<file path="config.mk">
export PLATFORM = sky130hd
export DESIGN_NAME = hazard_tracker
export DESIGN_NICKNAME = d
export VERILOG_FILES = /design/src/rtl/hazard_tracker.sv
export SDC_FILE = /design/constraint.sdc
export NUM_CORES = 1
export LEC_CHECK = 0
export CAP_MARGIN = 25
export CORE_ASPECT_RATIO = 1.4
export CORE_MARGIN = 2
export CORE_UTILIZATION = 54
export CTS_CLUSTER_DIAMETER = 40
export DETAILED_ROUTE_END_ITERATION = 6
export GPL_TIMING_DRIVEN = 0
export PLACE_DENSITY_LB_ADDON = 0.2
export RECOVER_POWER = 25
export SLEW_MARGIN = 20
export SYNTH_ARGS = -nofsm -noshare
export SYNTH_HDL_FRONTEND = slang
export SYNTH_SLANG_ARGS = --single-unit
</file>
<file path="constraint.sdc">
create_clock -name clk -period 7.25 [get_ports clk]
set_input_delay 2.175 -clock clk [delete_from_list [all_inputs] [get_ports clk]]
set_output_delay 2.175 -clock clk [all_outputs]
set_load 0.05 [all_outputs]
</file>
<file path="src/rtl/hazard_tracker.sv">
// hazard_tracker: consumer side of the decode-stage Tuse/Tnew handshake for a
// 5-stage MIPS pipeline. It keeps a shadow pipeline of destination register
// and Tnew for E/M/W. From that it decides, every cycle, whether D must stall
// and which forwarding source the D-stage and E-stage operand muxes select.
//
// Ports:
//   clk, reset        rising-edge clock, asynchronous active-low reset
//   rs_D, rt_D        source registers of the instruction in D
//   Tuse_rs, Tuse_rt  cycles until D consumes the operand (7 = unused)
//   A3_D, Tnew_D      destination register (0 = none) and latency at E entry
//   stall             hold PC and IF/ID, bubble into E
//   FwdRs_D/FwdRt_D   D mux select: 0 RF, 1 E, 2 M, 3 W
//   FwdRs_E/FwdRt_E   E mux select: 0 pipeline reg, 2 M, 3 W

// One source operand: stall decision plus D- and E-stage forward selects.
module hazard_src #(
  parameter int RA_W = 5,
  parameter int T_W  = 3
) (
  input  logic [RA_W-1:0] src_d,
  input  logic [T_W-1:0]  tuse,
  input  logic [RA_W-1:0] src_e,
  input  logic [RA_W-1:0] a3_e,
  input  logic [T_W-1:0]  tnew_e,
  input  logic [RA_W-1:0] a3_m,
  input  logic [T_W-1:0]  tnew_m,
  input  logic [RA_W-1:0] a3_w,
  output logic            stall,
  output logic [1:0]      fwd_d,
  output logic [1:0]      fwd_e
);
  logic d_nz, e_nz;
  logic d_hit_e, d_hit_m, d_hit_w;
  logic e_hit_m, e_hit_w;

  // $0 never matches; bubbles carry A3=0 so they are filtered by the same guard.
  assign d_nz    = (src_d != '0);
  assign e_nz    = (src_e != '0);
  assign d_hit_e = d_nz && (src_d == a3_e);
  assign d_hit_m = d_nz && (src_d == a3_m);
  assign d_hit_w = d_nz && (src_d == a3_w);
  assign e_hit_m = e_nz && (src_e == a3_m);
  assign e_hit_w = e_nz && (src_e == a3_w);

  // Tuse=7 can never be below Tnew (max 2), so unused operands never stall.
  assign stall = (d_hit_e && (tuse < tnew_e)) || (d_hit_m && (tuse < tnew_m));

  // Youngest matching stage wins; a not-yet-ready youngest match selects 0 so
  // an older, stale copy is never forwarded.
  always_comb begin
    fwd_d = 2'd0;
    if (d_hit_e)      fwd_d = (tnew_e == '0) ? 2'd1 : 2'd0;
    else if (d_hit_m) fwd_d = (tnew_m == '0) ? 2'd2 : 2'd0;
    else if (d_hit_w) fwd_d = 2'd3;
  end

  always_comb begin
    fwd_e = 2'd0;
    if (e_hit_m)      fwd_e = (tnew_m == '0) ? 2'd2 : 2'd0;
    else if (e_hit_w) fwd_e = 2'd3;
  end
endmodule

module hazard_tracker #(
  parameter int RA_W = 5,
  parameter int T_W  = 3
) (
  input  logic            clk,
  input  logic            reset,
  input  logic [RA_W-1:0] rs_D,
  input  logic [RA_W-1:0] rt_D,
  input  logic [T_W-1:0]  Tuse_rs,
  input  logic [T_W-1:0]  Tuse_rt,
  input  logic [RA_W-1:0] A3_D,
  input  logic [T_W-1:0]  Tnew_D,
  output logic            stall,
  output logic [1:0]      FwdRs_D,
  output logic [1:0]      FwdRt_D,
  output logic [1:0]      FwdRs_E,
  output logic [1:0]      FwdRt_E
);
  localparam int NSRC = 2;  // index 0 = rs, 1 = rt

  logic [RA_W-1:0] A3_E, rs_E, rt_E, A3_M, A3_W;
  logic [T_W-1:0]  Tnew_E, Tnew_M;

  logic [NSRC-1:0][RA_W-1:0] src_d, src_e;
  logic [NSRC-1:0][T_W-1:0]  tuse;
  logic [NSRC-1:0]           stall_src;
  logic [NSRC-1:0][1:0]      fwd_d, fwd_e;

  assign src_d = {rt_D, rs_D};
  assign src_e = {rt_E, rs_E};
  assign tuse  = {Tuse_rt, Tuse_rs};

  for (genvar g = 0; g < NSRC; g++) begin : g_src
    hazard_src #(.RA_W(RA_W), .T_W(T_W)) u_src (
      .src_d  (src_d[g]),
      .tuse   (tuse[g]),
      .src_e  (src_e[g]),
      .a3_e   (A3_E),
      .tnew_e (Tnew_E),
      .a3_m   (A3_M),
      .tnew_m (Tnew_M),
      .a3_w   (A3_W),
      .stall  (stall_src[g]),
      .fwd_d  (fwd_d[g]),
      .fwd_e  (fwd_e[g])
    );
  end

  assign stall   = |stall_src;
  assign FwdRs_D = fwd_d[0];
  assign FwdRt_D = fwd_d[1];
  assign FwdRs_E = fwd_e[0];
  assign FwdRt_E = fwd_e[1];

  always_ff @(posedge clk or negedge reset) begin
    if (!reset) begin
      A3_E   <= '0;
      Tnew_E <= '0;
      rs_E   <= '0;
      rt_E   <= '0;
      A3_M   <= '0;
      Tnew_M <= '0;
      A3_W   <= '0;
    end else begin
      A3_W   <= A3_M;
      A3_M   <= A3_E;
      // Saturating decrement: a ready result stays ready.
      Tnew_M <= (Tnew_E == '0) ? '0 : Tnew_E - T_W'(1);
      if (stall) begin
        A3_E   <= '0;
        Tnew_E <= '0;
        rs_E   <= '0;
        rt_E   <= '0;
      end else begin
        A3_E   <= A3_D;
        Tnew_E <= Tnew_D;
        rs_E   <= rs_D;
        rt_E   <= rt_D;
      end
    end
  end
endmodule

</file>
==> qor.tcl, run 1 <==
set qor(path_clk_slew_ns) 0.07
set qor(slowest_delay_ns) 0.79
set qor(ioPinCount) 35
set qor(detail_route.vias_per_cell) 5.21
set qor(criticalPathCategory) {in -> out}
set qor(ant_nets) 0
set qor(final_min_period_over_clock_period_pct) 98.6
set qor(postCtsHoldBufs) 0
set qor(number_of_placement_rows) 26
set qor(layout.filler_cells) 290
set qor(synth_top_area_cell) {dfrtp_1}
set qor(rr_worst_depth) 8
set qor(timing.critical_path.arrival_ns) 4.97
set qor(worstPathBufferInverterCount) 3
set qor(hold_violation_total_from_the_final_report) 0
set qor(rsz_0062_raised_after_global_routing) {no}
set qor(tritoncts.num_buffers) 5
set qor(postSynthNetCount) 242
set qor(worst_setup_path_start_kind) {primary input}
set qor(critical_path.reg2reg.endpoint) {A3_E[2]$_DFF_PN0_}
set qor(tightestPinTransition_ns) 1.65
set qor(worst_rel_slew_slack_pct) -9.99
set qor(layout.cells.non_filler) 288
set qor(number_of_search_and_repair_iterations_in_the_first_detailed_routing_pass) 4
set qor(chipHeight_um) 76.5
set qor(cts.root.buffer_cell) {clkbuf_8}
set qor(design.core.area_mm2) 0.00361
set qor(routed-via-count) 1500
set qor(gp_congestion) 0.852
set qor(initial_core_util_pct) 56.1
set qor(synth_top_cells_by_area) {dfrtp_1 (38%), xnor2_1 (11%), xor2_1 (11%), ha_1 (6.2%), nor3_2 (4.9%)}
set qor(drcViolationCount) 0
set qor(synth_area_per_cell_um2) 9.84
set qor(cellLeakagePower_nw) 1.09
set qor(ctsLongestPathBuffers) 2
set qor(globalRoute.totalOverflow) 0
set qor(hpwlAfterDp_mm) 3.32
set qor(failing_checks) {max-capacitance violations, max-slew violations}
set qor(setup.worst_path.end_class) {output port}
set qor(clock_sink_count) 31
set qor(critical_path.cell_chain) {clkdlybuf4s50_1 -> xnor2_1 -> nand2_1 -> nor4_1 -> a22o_1 -> buf_2 -> or2_1 -> clkdlybuf4s50_1}
set qor(yosysTopAreaCellShare_pct) 38.3
set qor(largest_net_degree_at_the_start_of_global_routing) 32
set qor(layout-area-overhead-vs-synth_pct) 23.3
set qor(die-area_mm2) 0.00427
set qor(post-cts-setup-buffers) 0
set qor(tritoncts) {built}
set qor(p_per_area_mw_per_mm2) 200
set qor(crit_path_max_fanout) 10
set qor(period_minus_slack_ns) 7.15
set qor(worst_ep_required_time_ns) 5.08
set qor(insertedDiodeCount) 0
set qor(hold_start) {A3_M[2]$_DFF_PN0_}
set qor(max_frequency_mhz) 140
set qor(slowest_stage) {clkdlybuf4s50_1}
set qor(worstSetupEndpoint) {stall}
set qor(ys_seq_area_share_pct) 38.3
set qor(grt_use_total_pct) 22.5
set qor(htreeDepth) 2
set qor(drv_slew) 32
set qor(setup_tns_ns) 0
set qor(design.final.nets) 281
set qor(post_cts.resized_instances) 0
set qor(vias_in_the_first_global_route) 1556
set qor(ys.warnings.count) 0
set qor(power.ir.vdd_worst_mv) 0.154
set qor(setup_viol) 0
set qor(antenna_found_initial) 0
set qor(crit_top_cell) {clkdlybuf4s50_1}
set qor(cell_family_with_the_largest_share_of_critical_path_delay) {buffers and inverters}
set qor(clk-insertion-delay-late_ns) 0.29
set qor(timing.max_cap.violations) 1
set qor(dpl.cell_count) 280
set qor(global_route_wire_length_before_repair_mm) 7.27
set qor(run_status) {finished, violations left}
set qor(routed_wirelength_mm) 4.26
set qor(synth.cell_area_mm2) 0.00203
set qor(ys_types) 34
set qor(drtIter0Drc) 41
set qor(worstSetupStartpoint) {rt_D[3]}
set qor(netlist_instances) 206
set qor(wire_per_inst_um) 14.8
set qor(die_width_um) 55.8
set qor(synth_seq_cells) 31
set qor(critical_path_cell_count) 8
set qor(port_buffers) 32
set qor(layout-drive-gt1-share_pct) 11.4
set qor(worst_hold_path_type) {reg -> reg}
set qor(skew_ns) 0.00859
set qor(crit-reg2reg-launch) {A3_M[3]$_DFF_PN0_}
set qor(reg_to_reg_slack_setup_ns) 5.02
set qor(most-common-layout-cells) {dfrtp_1 (31), clkdlybuf4s50_1 (31), xnor2_1 (25), xor2_1 (25), inv_1 (24)}
==> area by class of cell <==
class | count | area (µm²) | area share (%)
tap | 42 | 52.6 | 2.10
timing repair buffer | 32 | 314 | 12.6
clock buffer | 8 | 100 | 4.00
inverter | 24 | 90.1 | 3.60
sequential | 31 | 776 | 31.0
buffer | 8 | 53.8 | 2.15
multi-input combinational | 143 | 1110 | 44.5
==> worst register-to-register path, cell delays in order, from the launching register on <==
cell      delay (ns)
dfrtp_1         0.34
clkbuf_1        0.26
xnor2_1         0.16
nand2_1         0.08
nor4_1          0.54
a22o_1          0.20
buf_2           0.27
buf_6           0.21
nor3_2          0.05
==> cell usage after synthesis <==
library cell and count:
nor3b_1 2, o21ai_0 3, nor2_1 7, nor3_1 15
nand2b_1 3, a21boi_0 1, or2_2 2, nor4_1 3
or3_1 2, clkbuf_1 4, a211oi_1 1, nand2_1 7
buf_6 3, xor2_1 25, a21o_1 4, nor4_2 1
ha_1 10, or2_1 1, a32o_1 1, nor2_2 1
nand3_1 7, mux2i_1 2, or4_1 1, or4_4 1
nor4b_1 2, o2111a_1 2, nor2_4 1, inv_1 24
dfrtp_1 31, xnor2_1 25, nor3_2 10, buf_2 1
a22o_1 1, a21oi_1 2
==> metrics by stage <==
step	hold slack, ns	util [%]	cell area (µm²)	total power [W]	setup slack (ns)
floorplan	0.352	-	2030	0.000309	0.732
global placement	0.354	66.5	2400	0.000354	0.0866
detailed placement	0.360	66.3	2390	0.000357	0.0439
CTS	0.372	69.1	2490	0.000506	0.0439
global route	0.382	69.2	2500	0.000530	0.0219
finish	0.365	69.2	2500	0.000501	0.105
==> cell families (layout without fill, tap and decap cells) <==
group,Yosys count,in the layout,share of synthesized area (%)
compound gates,15,15,5.49
xor+xnor,50,50,21.6
fa+ha+maj,10,10,6.17
buf+inv,32,72,7.10
flops,31,31,38.3
mux,2,2,0.988
simple gates,66,66,20.4
==> registers in the layout, summed over array words and instances, names as in the netlist <==
signal	count
A3_E	5
A3_M	5
A3_W	5
rs_E	5
rt_E	5
Tnew_E	3
Tnew_M	3
==> where the power goes <==
group	leakage [nW]	internal [W]	switching [W]
sequential	0.368	0.000191	0.0000236
clock	0.0515	0.0000865	0.0000615
combinational	0.676	0.0000670	0.0000706
==> how the worst min path moves through the flow <==
stage               depth (start not counted)  slack, ns                end
floorplan                                   0       0.35  A3_W[2]$_DFF_PN0_
global placement                            0       0.35  A3_W[2]$_DFF_PN0_
detailed placement                          0       0.36  A3_W[2]$_DFF_PN0_
CTS                                         0       0.37  A3_W[2]$_DFF_PN0_
global route                                0       0.38  A3_W[2]$_DFF_PN0_
finish                                      0       0.37  A3_W[2]$_DFF_PN0_
==> metal layers <==
metal / GRT usage (%) / wire length (µm)
met4: 10.7 / 98
met2: 39.3 / 2250
met5: 0 / 0
met3: 4.41 / 150
met1: 26.0 / 1750
No activity file was read; power rests on OpenSTA's default activity.
==> run 2: changes to the inputs <==
--- a/config.mk
+++ b/config.mk
@@ -5,6 +5,7 @@
 export SDC_FILE = /design/constraint.sdc
 export NUM_CORES = 1
 export LEC_CHECK = 0
+export ABC_AREA = 0
 export CAP_MARGIN = 25
 export CORE_ASPECT_RATIO = 1.4
 export CORE_MARGIN = 2
==> constraint.sdc (replaced) <==
create_clock -name clk -period 8.3 [get_ports clk]
set_input_delay 2.49 -clock clk [delete_from_list [all_inputs] [get_ports clk]]
set_output_delay 2.49 -clock clk [all_outputs]
set_load 0.05 [all_outputs]
==> run 2 against run 1 <==
The flow still finishes with violations (max-capacitance violations, max-slew violations). Sequential power down 13%. Final cell count unchanged. Sequential share of layout area up 0.078 points. Register-to-register slack better by 1.1 ns. Global-route usage unchanged. Sequential cell count unchanged. Via count up 0.80%. Hold slack worse by 0.0022 ns. Setup slack better by 0.34 ns. Cell area down 0.25%. Wire length up 0.66%. Largest cell class unchanged. Combinational power down 13%. Critical path type unchanged.
==> qor.tcl, run 2 (synthesis gave the netlist of run 1 again) <==
set qor(run_status) {finished, violations left} ;# unchanged
set qor(failing_checks) {max-capacitance violations, max-slew violations} ;# unchanged
set qor(criticalPathCategory) {in -> out} ;# unchanged
set qor(grt.met3_usage_pct) 4.41 ;# unchanged
set qor(period_minus_slack_ns) 7.86
set qor(number_of_search_and_repair_iterations_in_the_first_detailed_routing_pass) 4 ;# unchanged
set qor(dpl_worst_slack_ns) 0.464 ;# was 0.0439 ns
set qor(tightestPinTransition_ns) 1.65 ;# about the same
set qor(slowest_stage) {clkdlybuf4s50_1} ;# unchanged
set qor(seqPwrFrac_pct) 42.9 ;# was 43.0%
set qor(max_frequency_mhz) 127
set qor(power.clock.fraction_pct) 29.7 ;# was 29.6%
set qor(antenna_found_initial) 0 ;# unchanged
set qor(worst_hold_path_type) {reg -> reg} ;# unchanged
set qor(grt.met2_usage_pct) 39.3 ;# unchanged
set qor(ant_nets) 0 ;# unchanged
set qor(timing.critical_path.arrival_ns) 5.37 ;# was 4.97 ns
set qor(port_buffers) 32 ;# unchanged
set qor(wire_per_inst_um) 14.9 ;# was 14.8 µm
set qor(layout.cells.non_filler) 288 ;# unchanged
set qor(p_per_area_mw_per_mm2) 175 ;# was 200 mW/mm²
set qor(skew_ns) 0.00904 ;# was 0.00859 ns
set qor(comb_power_share_pct) 27.4 ;# was 27.5%
set qor(number_of_placement_rows) 26 ;# unchanged
set qor(worst_setup_path_start_kind) {primary input} ;# unchanged
set qor(largest_net_degree_at_the_start_of_global_routing) 32 ;# unchanged
set qor(die-area_mm2) 0.00427 ;# unchanged
set qor(hpwlAfterDp_mm) 3.32 ;# unchanged
set qor(dpl.cell_count) 280 ;# unchanged
set qor(htreeDepth) 2 ;# unchanged
set qor(initial_core_util_pct) 56.1 ;# unchanged
set qor(grt-busiest-layer) {met2} ;# unchanged
set qor(worstPathBufferInverterCount) 3 ;# unchanged
set qor(globalRoute.totalOverflow) 0 ;# unchanged
set qor(grt_use_total_pct) 22.5 ;# unchanged
set qor(drcViolationCount) 0 ;# unchanged
set qor(routed-via-count) 1512 ;# was 1500
set qor(clock_sink_count) 31 ;# unchanged
set qor(setup_viol) 0 ;# unchanged
set qor(insertedDiodeCount) 0 ;# unchanged
set qor(setup_tns_ns) 0 ;# unchanged
set qor(cell_family_with_the_largest_share_of_critical_path_delay) {buffers and inverters} ;# unchanged
set qor(setup.worst_path.end_class) {output port} ;# unchanged
set qor(crit_top_cell) {clkdlybuf4s50_1} ;# unchanged
set qor(chipHeight_um) 76.5 ;# unchanged
set qor(slowest_delay_ns) 0.79 ;# about the same
set qor(layout-area-overhead-vs-synth_pct) 23.0 ;# was 23.3%
set qor(postCtsHoldBufs) 0 ;# unchanged
set qor(rsz_0062_raised_after_global_routing) {no} ;# unchanged
set qor(design.core.area_mm2) 0.00361 ;# unchanged
set qor(routed_wirelength_mm) 4.28 ;# was 4.26 mm
set qor(drv_slew) 32 ;# unchanged
set qor(path_clk_slew_ns) 0.07 ;# about the same
set qor(total_switching_power_w) 0.000136 ;# was 0.000156 W
set qor(crit_path_max_fanout) 10 ;# unchanged
set qor(clk-insertion-delay-late_ns) 0.29 ;# about the same
set qor(detail_route.vias_per_cell) 5.25 ;# was 5.21
set qor(die_width_um) 55.8 ;# unchanged
set qor(post-cts-setup-buffers) 0 ;# unchanged
set qor(final_min_period_over_clock_period_pct) 94.7
set qor(swShare_pct) 31.2 ;# was 31.1%
set qor(ioPinCount) 35 ;# unchanged
set qor(post_cts.resized_instances) 0 ;# unchanged
set qor(most-common-layout-cells) {dfrtp_1 (31), clkdlybuf4s50_1 (31), xnor2_1 (25), xor2_1 (25), inv_1 (24)} ;# unchanged
set qor(critical_path.cell_chain) {clkdlybuf4s50_1 -> xnor2_1 -> nand3_1 -> nor4_1 -> a22o_1 -> buf_2 -> or2_1 -> clkdlybuf4s50_1} ;# was clkdlybuf4s50_1 -> xnor2_1 -> nand2_1 -> nor4_1 -> a22o_1 -> buf_2 -> or2_1 -> clkdlybuf4s50_1
set qor(worst_rel_slew_slack_pct) -10.0 ;# was -9.99%
set qor(global_route.usage.met1_pct) 26.0 ;# unchanged
set qor(post-route-worst-setup-slack_ns) 0.441 ;# was 0.105 ns
set qor(tritoncts.num_buffers) 5 ;# unchanged
set qor(ctsLongestPathBuffers) 2 ;# unchanged
set qor(global_route_wire_length_before_repair_mm) 7.27 ;# unchanged
set qor(worst_hold_slack_ns) 0.363 ;# was 0.365 ns
set qor(cellLeakagePower_nw) 1.09 ;# about the same
set qor(worst_ep_required_time_ns) 5.81 ;# was 5.08 ns
set qor(vias_in_the_first_global_route) 1556 ;# unchanged
set qor(cts.root.buffer_cell) {clkbuf_8} ;# unchanged
set qor(layout-drive-gt1-share_pct) 11.0 ;# was 11.4%
set qor(power.internal_w) 0.000301 ;# was 0.000345 W
set qor(hold_violation_total_from_the_final_report) 0 ;# unchanged
set qor(drtIter0Drc) 41 ;# unchanged
set qor(gp_congestion) 0.852 ;# unchanged
set qor(timing.max_cap.violations) 1 ;# unchanged
set qor(power.ir.vdd_worst_mv) 0.134 ;# was 0.154 mV
set qor(design.final.nets) 281 ;# unchanged
set qor(tritoncts) {built} ;# unchanged
run 2: changes by cell type in the layout (fill, tap and decap cells not counted):
cell    before  now
nor4_1       2    3
nor4_2       2    1
run 2: final timing paths:
path / start / end / slack, ns / cells past startpoint
setup reg to reg: A3_M[3]$_DFF_PN0_ / A3_E[2]$_DFF_PN0_ / 6.08 / 8
max in group asynchronous: reset / rs_E[3]$_DFF_PN0_ / 4.72 / 1
setup / recovery: rs_D[0] / stall / 0.44 / 8
min in group asynchronous: reset / Tnew_E[2]$_DFF_PN0_ / 2.62 / 1
hold reg to reg: A3_M[2]$_DFF_PN0_ / A3_W[2]$_DFF_PN0_ / 0.36 / 0
hold / removal: A3_M[2]$_DFF_PN0_ / A3_W[2]$_DFF_PN0_ / 0.36 / 0
run 2: metal layers:
metal / share of wire (%) / up-vias
met1: 41 / 710
met2: 53 / 37
met5: 0 / -
li1: - / 754
met3: 4.2 / 11
met4: 2.6 / 0
run 2: layout make-up:
class	count	area [µm²]
plain buffers	8	53.8
clock buffers	8	100
fillers	292	1120
inverters	24	90.1
multi-input cells	143	1110
flip-flops and latches	31	776
well taps	42	52.6
repair buffers	32	314
run 2: worst register-to-register path, stage by stage (launching register included):
cell and delay (ns):
dfrtp_1 0.34, clkbuf_1 0.26, xnor2_1 0.16, nand2_1 0.08
nor4_1 0.54, a22o_1 0.20, buf_2 0.26, buf_6 0.21
nor3_2 0.05
run 2: power groups by stage:
stage,combinational (W),clock (W),sequential (W)
4_1_cts,0.000121,0.000133,0.000188
5_1_grt,0.000133,0.000139,0.000191
3_5_place_dp,0.000121,0,0.000191
3_3_place_gp,0.000118,0,0.000191
6_report,0.000120,0.000130,0.000188
2_1_floorplan,0.0000844,0,0.000185
run 2: per-stage QoR:
step                utilization (%)  power (W)  cell area (µm²)
finish                         69.1   0.000438             2490
global route                   69.1   0.000462             2490
CTS                            69.1   0.000442             2490
detailed placement             66.3   0.000312             2390
global placement               66.5   0.000309             2400
floorplan                         -   0.000270             2030
